[src/rtl/sc_types_pkg.sv]
// Shared grid-monitor types: the grid_state_t encoding seen by the charging FSM,
// the classification limits record, and the zone classification helper.
package sc_types_pkg;

    typedef enum logic [1:0] {
        GRID_NORMAL   = 2'd0,
        GRID_UNSTABLE = 2'd1,
        GRID_CRITICAL = 2'd2
    } grid_state_t;

    // Zone boundaries. Codes are carried at 16 bits so one helper serves any ADC width up to 16.
    typedef struct packed {
        logic [15:0] crit_lo;
        logic [15:0] norm_lo;
        logic [15:0] norm_hi;
        logic [15:0] crit_hi;
    } grid_limits_t;

    // Unsigned zone classification. Out-of-band codes are critical; the normal band sits inside the unstable band.
    function automatic grid_state_t sc_grid_classify(input logic [15:0] code, input grid_limits_t limits);
        grid_state_t zone;
        if ((code < limits.crit_lo) || (code > limits.crit_hi)) begin
            zone = GRID_CRITICAL;
        end else if ((code >= limits.norm_lo) && (code <= limits.norm_hi)) begin
            zone = GRID_NORMAL;
        end else begin
            zone = GRID_UNSTABLE;
        end
        return zone;
    endfunction

endpackage

[src/rtl/sc_sample_watchdog.sv]
// Sample-stream watchdog: counts idle cycles, strobes timeout_hit on the edge the
// idle count reaches TIMEOUT_CYC, and holds sample_timeout until the next sample.
module sc_sample_watchdog #(
    parameter int TIMEOUT_CYC = 1000
) (
    input  logic clk,
    input  logic reset,
    input  logic sample_valid,
    output logic timeout_hit,
    output logic sample_timeout
);

    localparam int WD_W = $clog2(TIMEOUT_CYC + 1);
    localparam logic [WD_W-1:0] WD_LIMIT = WD_W'(TIMEOUT_CYC);
    localparam logic [WD_W-1:0] WD_LAST  = WD_W'(TIMEOUT_CYC - 1);

    logic [WD_W-1:0] wd_cnt;

    // A sample on the would-be timeout edge suppresses the strobe; once saturated the strobe cannot repeat.
    assign timeout_hit = !sample_valid && (wd_cnt == WD_LAST);

    // Idle counter saturates at the limit; the sticky timeout flag drops as soon as samples resume.
    always_ff @(posedge clk) begin
        if (reset) begin
            wd_cnt         <= '0;
            sample_timeout <= 1'b0;
        end else if (sample_valid) begin
            wd_cnt         <= '0;
            sample_timeout <= 1'b0;
        end else begin
            if (wd_cnt != WD_LIMIT) begin
                wd_cnt <= wd_cnt + WD_W'(1);
            end
            if (timeout_hit) begin
                sample_timeout <= 1'b1;
            end
        end
    end

endmodule

[src/rtl/sc_grid_monitor.sv]
// Grid monitor: classifies ADC voltage samples, debounces the zone (fast degrade,
// slow recovery), forces CRITICAL when samples stop, and publishes grid_state.
// Optional event counters are built when SC_GRID_STATS_EN is defined.
module sc_grid_monitor
    import sc_types_pkg::*;
#(
    parameter int ADC_W       = 12,
    parameter int NORM_LO     = 1800,
    parameter int NORM_HI     = 2300,
    parameter int CRIT_LO     = 1500,
    parameter int CRIT_HI     = 2600,
    parameter int DEG_CNT     = 4,
    parameter int CRIT_CNT    = 2,
    parameter int RECOV_CNT   = 16,
    parameter int TIMEOUT_CYC = 1000
) (
    input  logic             clk,
    input  logic             reset,
    input  logic             sample_valid,
    input  logic [ADC_W-1:0] sample_data,
    output logic [1:0]       grid_state,
    output logic             state_valid,
    output logic             critical_pulse,
`ifdef SC_GRID_STATS_EN
    output logic [15:0]      unstable_events,
    output logic [15:0]      critical_events,
`endif
    output logic             sample_timeout
);

    localparam int CAND_MAX = (RECOV_CNT > DEG_CNT) ?
                              ((RECOV_CNT > CRIT_CNT) ? RECOV_CNT : CRIT_CNT) :
                              ((DEG_CNT > CRIT_CNT) ? DEG_CNT : CRIT_CNT);
    localparam int CAND_W = $clog2(CAND_MAX + 1);
    localparam int ACC_W  = $clog2(RECOV_CNT + 1);

    localparam logic [CAND_W-1:0] CAND_SAT = CAND_W'(CAND_MAX);
    localparam logic [CAND_W-1:0] DEG_T    = CAND_W'(DEG_CNT);
    localparam logic [CAND_W-1:0] CRIT_T   = CAND_W'(CRIT_CNT);
    localparam logic [CAND_W-1:0] RECOV_T  = CAND_W'(RECOV_CNT);
    localparam logic [ACC_W-1:0]  ACC_FULL = ACC_W'(RECOV_CNT);

    localparam grid_limits_t LIMITS = '{
        crit_lo: 16'(CRIT_LO),
        norm_lo: 16'(NORM_LO),
        norm_hi: 16'(NORM_HI),
        crit_hi: 16'(CRIT_HI)
    };

    grid_state_t       gs_q, gs_d;
    grid_state_t       cand_zone_q, cand_zone_d;
    grid_state_t       zone;
    logic [CAND_W-1:0] cand_cnt_q, cand_cnt_d;
    logic [CAND_W-1:0] threshold;
    logic [ACC_W-1:0]  acc_q, acc_d;
    logic              valid_q, valid_d;
    logic              pulse_q, pulse_d;
    logic              timeout_hit;

    sc_sample_watchdog #(
        .TIMEOUT_CYC (TIMEOUT_CYC)
    ) u_watchdog (
        .clk            (clk),
        .reset          (reset),
        .sample_valid   (sample_valid),
        .timeout_hit    (timeout_hit),
        .sample_timeout (sample_timeout)
    );

    assign zone = sc_grid_classify(16'(sample_data), LIMITS);

    assign grid_state     = gs_q;
    assign state_valid    = valid_q;
    assign critical_pulse = pulse_q;

    // Debounce target threshold: any move into CRITICAL is fast, NORMAL->UNSTABLE is medium, every improvement is slow.
    always_comb begin
        threshold = RECOV_T;
        if (zone == GRID_CRITICAL) begin
            threshold = CRIT_T;
        end else if ((zone == GRID_UNSTABLE) && (gs_q == GRID_NORMAL)) begin
            threshold = DEG_T;
        end
    end

    // Next-state logic: watchdog expiry overrides the sample path; otherwise each valid sample advances debounce and warm-up.
    always_comb begin
        gs_d        = gs_q;
        cand_zone_d = cand_zone_q;
        cand_cnt_d  = cand_cnt_q;
        acc_d       = acc_q;
        valid_d     = valid_q;
        pulse_d     = 1'b0;

        if (timeout_hit) begin
            // Warm-up restarts so state_valid requalifies only after a fresh run of samples.
            gs_d       = GRID_CRITICAL;
            cand_cnt_d = '0;
            valid_d    = 1'b0;
            acc_d      = '0;
        end else if (sample_valid) begin
            if (acc_q != ACC_FULL) begin
                acc_d = acc_q + ACC_W'(1);
                if (acc_d == ACC_FULL) begin
                    valid_d = 1'b1;
                end
            end

            if (zone == gs_q) begin
                cand_cnt_d = '0;
            end else begin
                if (zone != cand_zone_q) begin
                    cand_zone_d = zone;
                    cand_cnt_d  = CAND_W'(1);
                end else if (cand_cnt_q != CAND_SAT) begin
                    cand_cnt_d = cand_cnt_q + CAND_W'(1);
                end
                if (cand_cnt_d >= threshold) begin
                    gs_d       = zone;
                    cand_cnt_d = '0;
                end
            end
        end

        if ((gs_d == GRID_CRITICAL) && (gs_q != GRID_CRITICAL)) begin
            pulse_d = 1'b1;
        end
    end

    // State register; reset wins over every sample or watchdog event on the same edge.
    always_ff @(posedge clk) begin
        if (reset) begin
            gs_q        <= GRID_UNSTABLE;
            cand_zone_q <= GRID_UNSTABLE;
            cand_cnt_q  <= '0;
            acc_q       <= '0;
            valid_q     <= 1'b0;
            pulse_q     <= 1'b0;
        end else begin
            gs_q        <= gs_d;
            cand_zone_q <= cand_zone_d;
            cand_cnt_q  <= cand_cnt_d;
            acc_q       <= acc_d;
            valid_q     <= valid_d;
            pulse_q     <= pulse_d;
        end
    end

`ifdef SC_GRID_STATS_EN
    // Saturating counts of entries into UNSTABLE and CRITICAL, watchdog entries included.
    always_ff @(posedge clk) begin
        if (reset) begin
            unstable_events <= '0;
            critical_events <= '0;
        end else begin
            if ((gs_d == GRID_UNSTABLE) && (gs_q != GRID_UNSTABLE) && (unstable_events != 16'hFFFF)) begin
                unstable_events <= unstable_events + 16'd1;
            end
            if ((gs_d == GRID_CRITICAL) && (gs_q != GRID_CRITICAL) && (critical_events != 16'hFFFF)) begin
                critical_events <= critical_events + 16'd1;
            end
        end
    end
`endif

endmodule
[config.mk]
export PLATFORM = sky130hd
export DESIGN_NAME = sc_grid_monitor
export DESIGN_NICKNAME = d
export VERILOG_FILES = /design/src/rtl/sc_types_pkg.sv /design/src/rtl/sc_sample_watchdog.sv /design/src/rtl/sc_grid_monitor.sv
export SDC_FILE = /design/constraint.sdc
export NUM_CORES = 1
export LEC_CHECK = 0
export CELL_PAD_IN_SITES_DETAIL_PLACEMENT = 0
export CELL_PAD_IN_SITES_GLOBAL_PLACEMENT = 1
export CORE_MARGIN = 1.5
export CORE_UTILIZATION = 37
export DETAILED_ROUTE_END_ITERATION = 10
export PLACE_DENSITY = 0.75
export SYNTH_ARGS = -nofsm -noshare
export SYNTH_HDL_FRONTEND = slang
export SYNTH_SLANG_ARGS = --single-unit
export TNS_END_PERCENT = 5
[constraint.sdc]
create_clock -name clk -period 8 [get_ports clk]
set_input_delay 1.6 -clock clk [delete_from_list [all_inputs] [get_ports clk]]
set_output_delay 1.6 -clock clk [all_outputs]
set_load 0.02 [all_outputs]
== Word level (Yosys, flattened, before mapping) ==
Cells that the tools add are included.
Cells by class
  equal/unequal tests: 11
  reduce and logical (&&, ||, !) cells: 12
  order comparisons: 5
  muxes and demuxes: 16
  bitwise operators: 2
  add/subtract/negate cells: 3
Operator list (number)
  5-bit 2-to-1 mux: 9
  12-bit by 11-bit >= comparator with 1-bit output, second input constant: 1
  12-bit greater-than comparator, second input constant: 1
  12-bit <= comparator, second input constant: 1
  12-bit by 11-bit < comparator with 1-bit output, second input constant: 1
  10-bit by 1-bit adder with 10-bit output, second input constant: 1
  5-bit by 1-bit adder with 5-bit output, second input constant: 2
  10-bit equality test, second input constant: 1
  2-bit 2-to-1 mux: 5
  10-bit != test, second input constant: 1
  5-bit != test, second input constant: 2
  5-bit equality test, second input constant: 1
  5-bit >= comparator: 1
  2-bit equality test, second input constant: 2
  1-bit logical AND: 4
  4-bit AND reduction: 1
  2-bit OR reduction: 2
  3-bit AND reduction: 1
  2-bit by 1-bit equality test with 1-bit output, second input constant: 1
  2-bit equality test: 1
  2-bit zero test: 1
  1-bit 2-to-1 mux: 2
  2-bit != test: 1
  2-bit != test, second input constant: 1
  other kinds (4): 5
Word-level totals
  register bits after elaboration: 27
  word-level logic and storage cells: 57
  input port bits: 15
  output and inout port bits: 5

== Longest topological paths before layout ==
  depth in word-level cells: 17
  mapped depth: 13
  gate-level depth less buffers: 12

== Cells and area by module ==
From an unflattened synthesis, not the netlist that was laid out.
Unflattened totals
  cell total of the unflattened synthesis: 201
  area total of the unflattened synthesis: 1706.6 µm²
Modules (own cells, without submodules)
  sc_grid_monitor: seq. area each 320.3 µm², cells an instance 138, times used 1, area an instance 1159.9 µm²
  sc_sample_watchdog: seq. area each 220.2 µm², cells an instance 63, times used 1, area an instance 546.8 µm²

== Worst setup path before layout ==
OpenSTA, ideal clock, no wires.
  path type: input-to-reg
  from: in sample_data[10]
  to: reg pulse_q, in the netlist critical_pulse
  setup slack: 2868 ps
  arrival time: 5041 ps
  path buffers: 0
  setup time: 91 ps
  stages: 11
  cell sequence: or4b_4 o32a_1 o21a_4 o41ai_4 and2_1 ha_1 a311o_1 and2_1 a2111oi_0 o221ai_1 a311oi_1
On the way
  elaborated cells between the ends (all ways): 27
RTL lines
  start: declaration: RTL line sc_grid_monitor.sv:20  | input logic [ADC_W-1:0] sample_data,
  12-bit by 11-bit < comparator with 1-bit output / 12-bit greater-than comparator (equally long branches): RTL line sc_types_pkg.sv:22  | if ((code < limits.crit_lo) || (code > limits.crit_hi)) begin
  1-bit logical OR *: RTL line sc_types_pkg.sv:22
  2-bit 2-to-1 mux *: RTL line sc_types_pkg.sv:22
  via zone[1]: RTL line sc_grid_monitor.sv:52  | grid_state_t zone;
  2-bit != test: RTL line sc_grid_monitor.sv:112  | if (zone != cand_zone_q) begin
  5-bit 2-to-1 mux: RTL line sc_grid_monitor.sv:112
  5-bit 2-to-1 mux: RTL line sc_grid_monitor.sv:109  | if (zone == gs_q) begin
  5-bit 2-to-1 mux: RTL line sc_grid_monitor.sv:101  | end else if (sample_valid) begin
  5-bit 2-to-1 mux: RTL line sc_grid_monitor.sv:95  | if (timeout_hit) begin
  5-bit >= comparator: RTL line sc_grid_monitor.sv:118  | if (cand_cnt_d >= threshold) begin
  2-bit 2-to-1 mux: RTL line sc_grid_monitor.sv:118
  2-bit 2-to-1 mux *: RTL line sc_grid_monitor.sv:109
  2-bit 2-to-1 mux *: RTL line sc_grid_monitor.sv:101
  2-bit 2-to-1 mux *: RTL line sc_grid_monitor.sv:95
  2-bit equality test *: RTL line sc_grid_monitor.sv:125  | if ((gs_d == GRID_CRITICAL) && (gs_q != GRID_CRITICAL)) begin
  1-bit logical AND *: RTL line sc_grid_monitor.sv:125
  1-bit 2-to-1 mux *: RTL line sc_grid_monitor.sv:125
  end signal: assignment: RTL line sc_grid_monitor.sv:145  | pulse_q <= pulse_d;
  end: declaration: RTL line sc_grid_monitor.sv:57  | logic pulse_q, pulse_d;
Mark *: on every way through the listed nets, which the timed path passes. The rest lies on a longest branch. The select of a mux whose other input is x is not followed.
A chain may end at the register's enable or synchronous reset.

== Worst setup path in the final report ==
Same ends and word-level chain as after synthesis.

==> flow_metrics.tcl <==
set metrics [dict create \
    drive_gt1_share_pct 5.58 \
    slowest_delay_ps 600 \
    n_antenna_cell 0 \
    synth_cells 199 \
    critical_path.cell_chain "clkdlybuf4s50_1, or4b_4, o32a_1, o21a_4, o41ai_4, and2_1, ha_1, a311o_1, and2_1, a2111oi_0, o221ai_1, a311oi_1" \
    hpwl_mm 2.62 \
    ioPinCount 20 \
    yosysSeqAreaShare_pct 31.7 \
    fin_ws_ps 2360 \
    clock_path_buffers 2 \
    cts_hold_buf 0 \
    multi_input_area_mm2 0.00109 \
    cp_common_cell "and2_1" \
    fp.dieH_um 70.8 \
    maxSlewViolCount 0 \
    cpMaxStageDelayCell "o41ai_4" \
    synth_edf_count 0 \
    syn_to_final_growth_pct 15.9 \
    postLayoutCoreUtil_pct 45.0 \
    grt_pass1_vias 1356 \
    antenna_found_initial 0 \
    grt.overflow.total 0 \
    cp-start-kind "primary input" \
    ff_latch_area_um2 541 \
    critical_path_class "primary input to flip-flop" \
    timing.final.crit_share_pct 70.5 \
    ys.flop_type "dfxtp_1" \
    crit_path_end_kind "flip-flop" \
    die_area_mm2 0.00502 \
    required_ps 8180 \
    die_w_um 70.8 \
    avgSynthCellArea_um2 8.56 \
    vias_per_cell 5.51 \
    nFillCells 455 \
    synth_cell_types 53 \
    start_util_pct 38.8 \
    fmax_mhz 177 \
    core_mm2 0.00438 \
    cts_resized 0 \
    cp_max_fo 10 \
    ant_nets 0 \
    clock-sinks 27 \
    critical_path_buf_inv_count 1 \
    grt_max_degree 15 \
    post_cts_buffers 0 \
    rows 24 \
    numPortBuffers 19 \
    firstDrtPassIters 4 \
    setup_viol 0 \
    stdcell_area_mm2 0.00197 \
    synth_seq_cells 27 \
    async_flop_share_pct 0 \
    insertion_delay_ps 260 \
    hp-class "flip-flop to flip-flop" \
    path_clk_slew_ps 80 \
    yosys_warnings 0 \
    powerDensity_mw_per_mm2 136 \
    htreeDepth 1 \
    tightest_slew_ps 576 \
    drc 0 \
    post-route-min-period_ps 5640 \
    worstPathArrival_ps 5820 \
    wirelength_mm 3.41 \
    dp_slack_ps 2060 \
    p_leak_nw 0.707 \
    finalHoldViolCount 0 \
    nets 241 \
    crit_family "compound AO/OA/AOI/OAI gates" \
    synth_area_mm2 0.00170 \
    cts_made_buffers 3 \
    cts_tree "done" \
    grt.total_usage_pct 14.1 \
    status "finished, final reports clean" \
    fin_setup_tns_ps 0 \
    clockRootBuffer "clkbuf_8" \
    grt_pass1_wl_mm 6.00 \
    wire_per_inst_um 12.8 \
    gp_congestion 0.830 \
    slew_headroom_pct 61.5 \
    vias 1472 \
    ir_worst_vdd_mv 0.0771 \
    rsz0062_at_grt "no" \
    synth_nets 224 \
    dpl-instance-area_mm2 0.00193 \
    clock_skew_ps 1.94 \
    drt_iter0_markers 71 \
    drv_cap 0 \
]
per-layer routing:
metal	GRT usage, %	share of wire, %	vias to the layer above
li1	-	-	761
met1	19.8	51	686
met2	22.4	44	21
met3	1.71	3.4	4
met4	4.82	0.94	0
met5	0	0	-
power breakdown:
part | total (W) | internal (W) | switching [W]
clock | 0.0000737 | 0.0000356 | 0.0000382
sequential | 0.000144 | 0.000139 | 0.00000561
combinational | 0.0000505 | 0.0000240 | 0.0000266
total | 0.000268 | 0.000198 | 0.0000703
cells by family after synthesis:
family / after synthesis / synth area share, %
buffers and inverters: 18 / 4.19
AND/OR/NAND/NOR: 85 / 26.2
flip-flops: 27 / 31.7
XOR/XNOR: 15 / 7.72
AO/OA/AOI/OAI: 40 / 20.5
multiplexers: 4 / 2.35
adder cells (fa/ha/maj): 10 / 7.35
sequential cells by signal, indices dropped and copies added (netlist names):
register / count
critical_pulse: 1
state_valid: 1
u_watchdog.wd_cnt: 10
acc_q: 5
cand_zone_q: 2
grid_state: 2
u_watchdog.sample_timeout: 1
cand_cnt_q: 5
final cells by class:
cell class              instances  area share, %
inverters                      11           2.09
multi-input cells             154           55.3
well taps                      52           3.30
repair buffers                 19           9.64
clock buffers                   4           2.28
flip-flops and latches         27           27.4
stage by stage:
step / hold WS [ps] / std cells / power (W)
after floorplan: 451 / 199 / 0.000181
after global placement: 463 / 263 / 0.000198
after detailed placement: 464 / 263 / 0.000198
after CTS: 486 / 267 / 0.000274
after global routing: 524 / 267 / 0.000287
final: 481 / 267 / 0.000268
cell usage after synthesis (all sizes together) (2+ instances only):
cell type | number | area [µm²]
nor2b | 2 | 12.5
and3 | 2 | 12.5
o21a | 3 | 30.0
nand4 | 5 | 31.3
nand2b | 2 | 20.0
o221ai | 2 | 17.5
nor2 | 26 | 97.6
a311oi | 2 | 17.5
dfxtp | 27 | 541
a21oi | 5 | 25.0
a31oi | 3 | 18.8
nand2 | 13 | 48.8
xnor2 | 6 | 52.6
a32oi | 2 | 17.5
nor4 | 2 | 12.5
and2 | 5 | 31.3
or3 | 4 | 25.0
or2 | 2 | 12.5
clkbuf | 6 | 22.5
ha | 10 | 125
mux2i | 4 | 40.0
a211oi | 2 | 27.5
inv | 11 | 41.3
a311o | 2 | 20.0
nor3 | 3 | 15.0
xor2 | 9 | 78.8
nand3 | 13 | 65.1
o21ai | 4 | 20.0
final timing paths:
kind                                                   to  cells after the start                 startpoint  slack [ps]
worst max-delay path                       critical_pulse                     12            sample_data[10]        2360
worst min-delay path            u_watchdog.sample_timeout                      2  u_watchdog.sample_timeout         480
worst max register to register             critical_pulse                      9             cand_zone_q[0]        4920
worst min register to register  u_watchdog.sample_timeout                      2  u_watchdog.sample_timeout         480
placed cells by master (no fill, tap or decap), drive strengths merged, types with 3 or more instances in the layout:
master	instances
clkdlybuf4s50	19
inv	11
o21a	3
xnor2	6
nand4	5
or3	4
a21oi	5
clkbuf	4
mux2i	4
o21ai	4
and2	5
xor2	9
a31oi	3
nand2	13
nor2	26
dfxtp	27
nor3	3
nand3	13
ha	10
worst register-to-register path, delay by kind of cell, from the launching register on:
family	cells	cell delay, ps
AOI/OAI and AO/OA	6	1960
and+or+nand+nor	2	440
DFF	1	340
adders and majority gates	1	240
No activity file was read; power rests on OpenSTA's default activity.
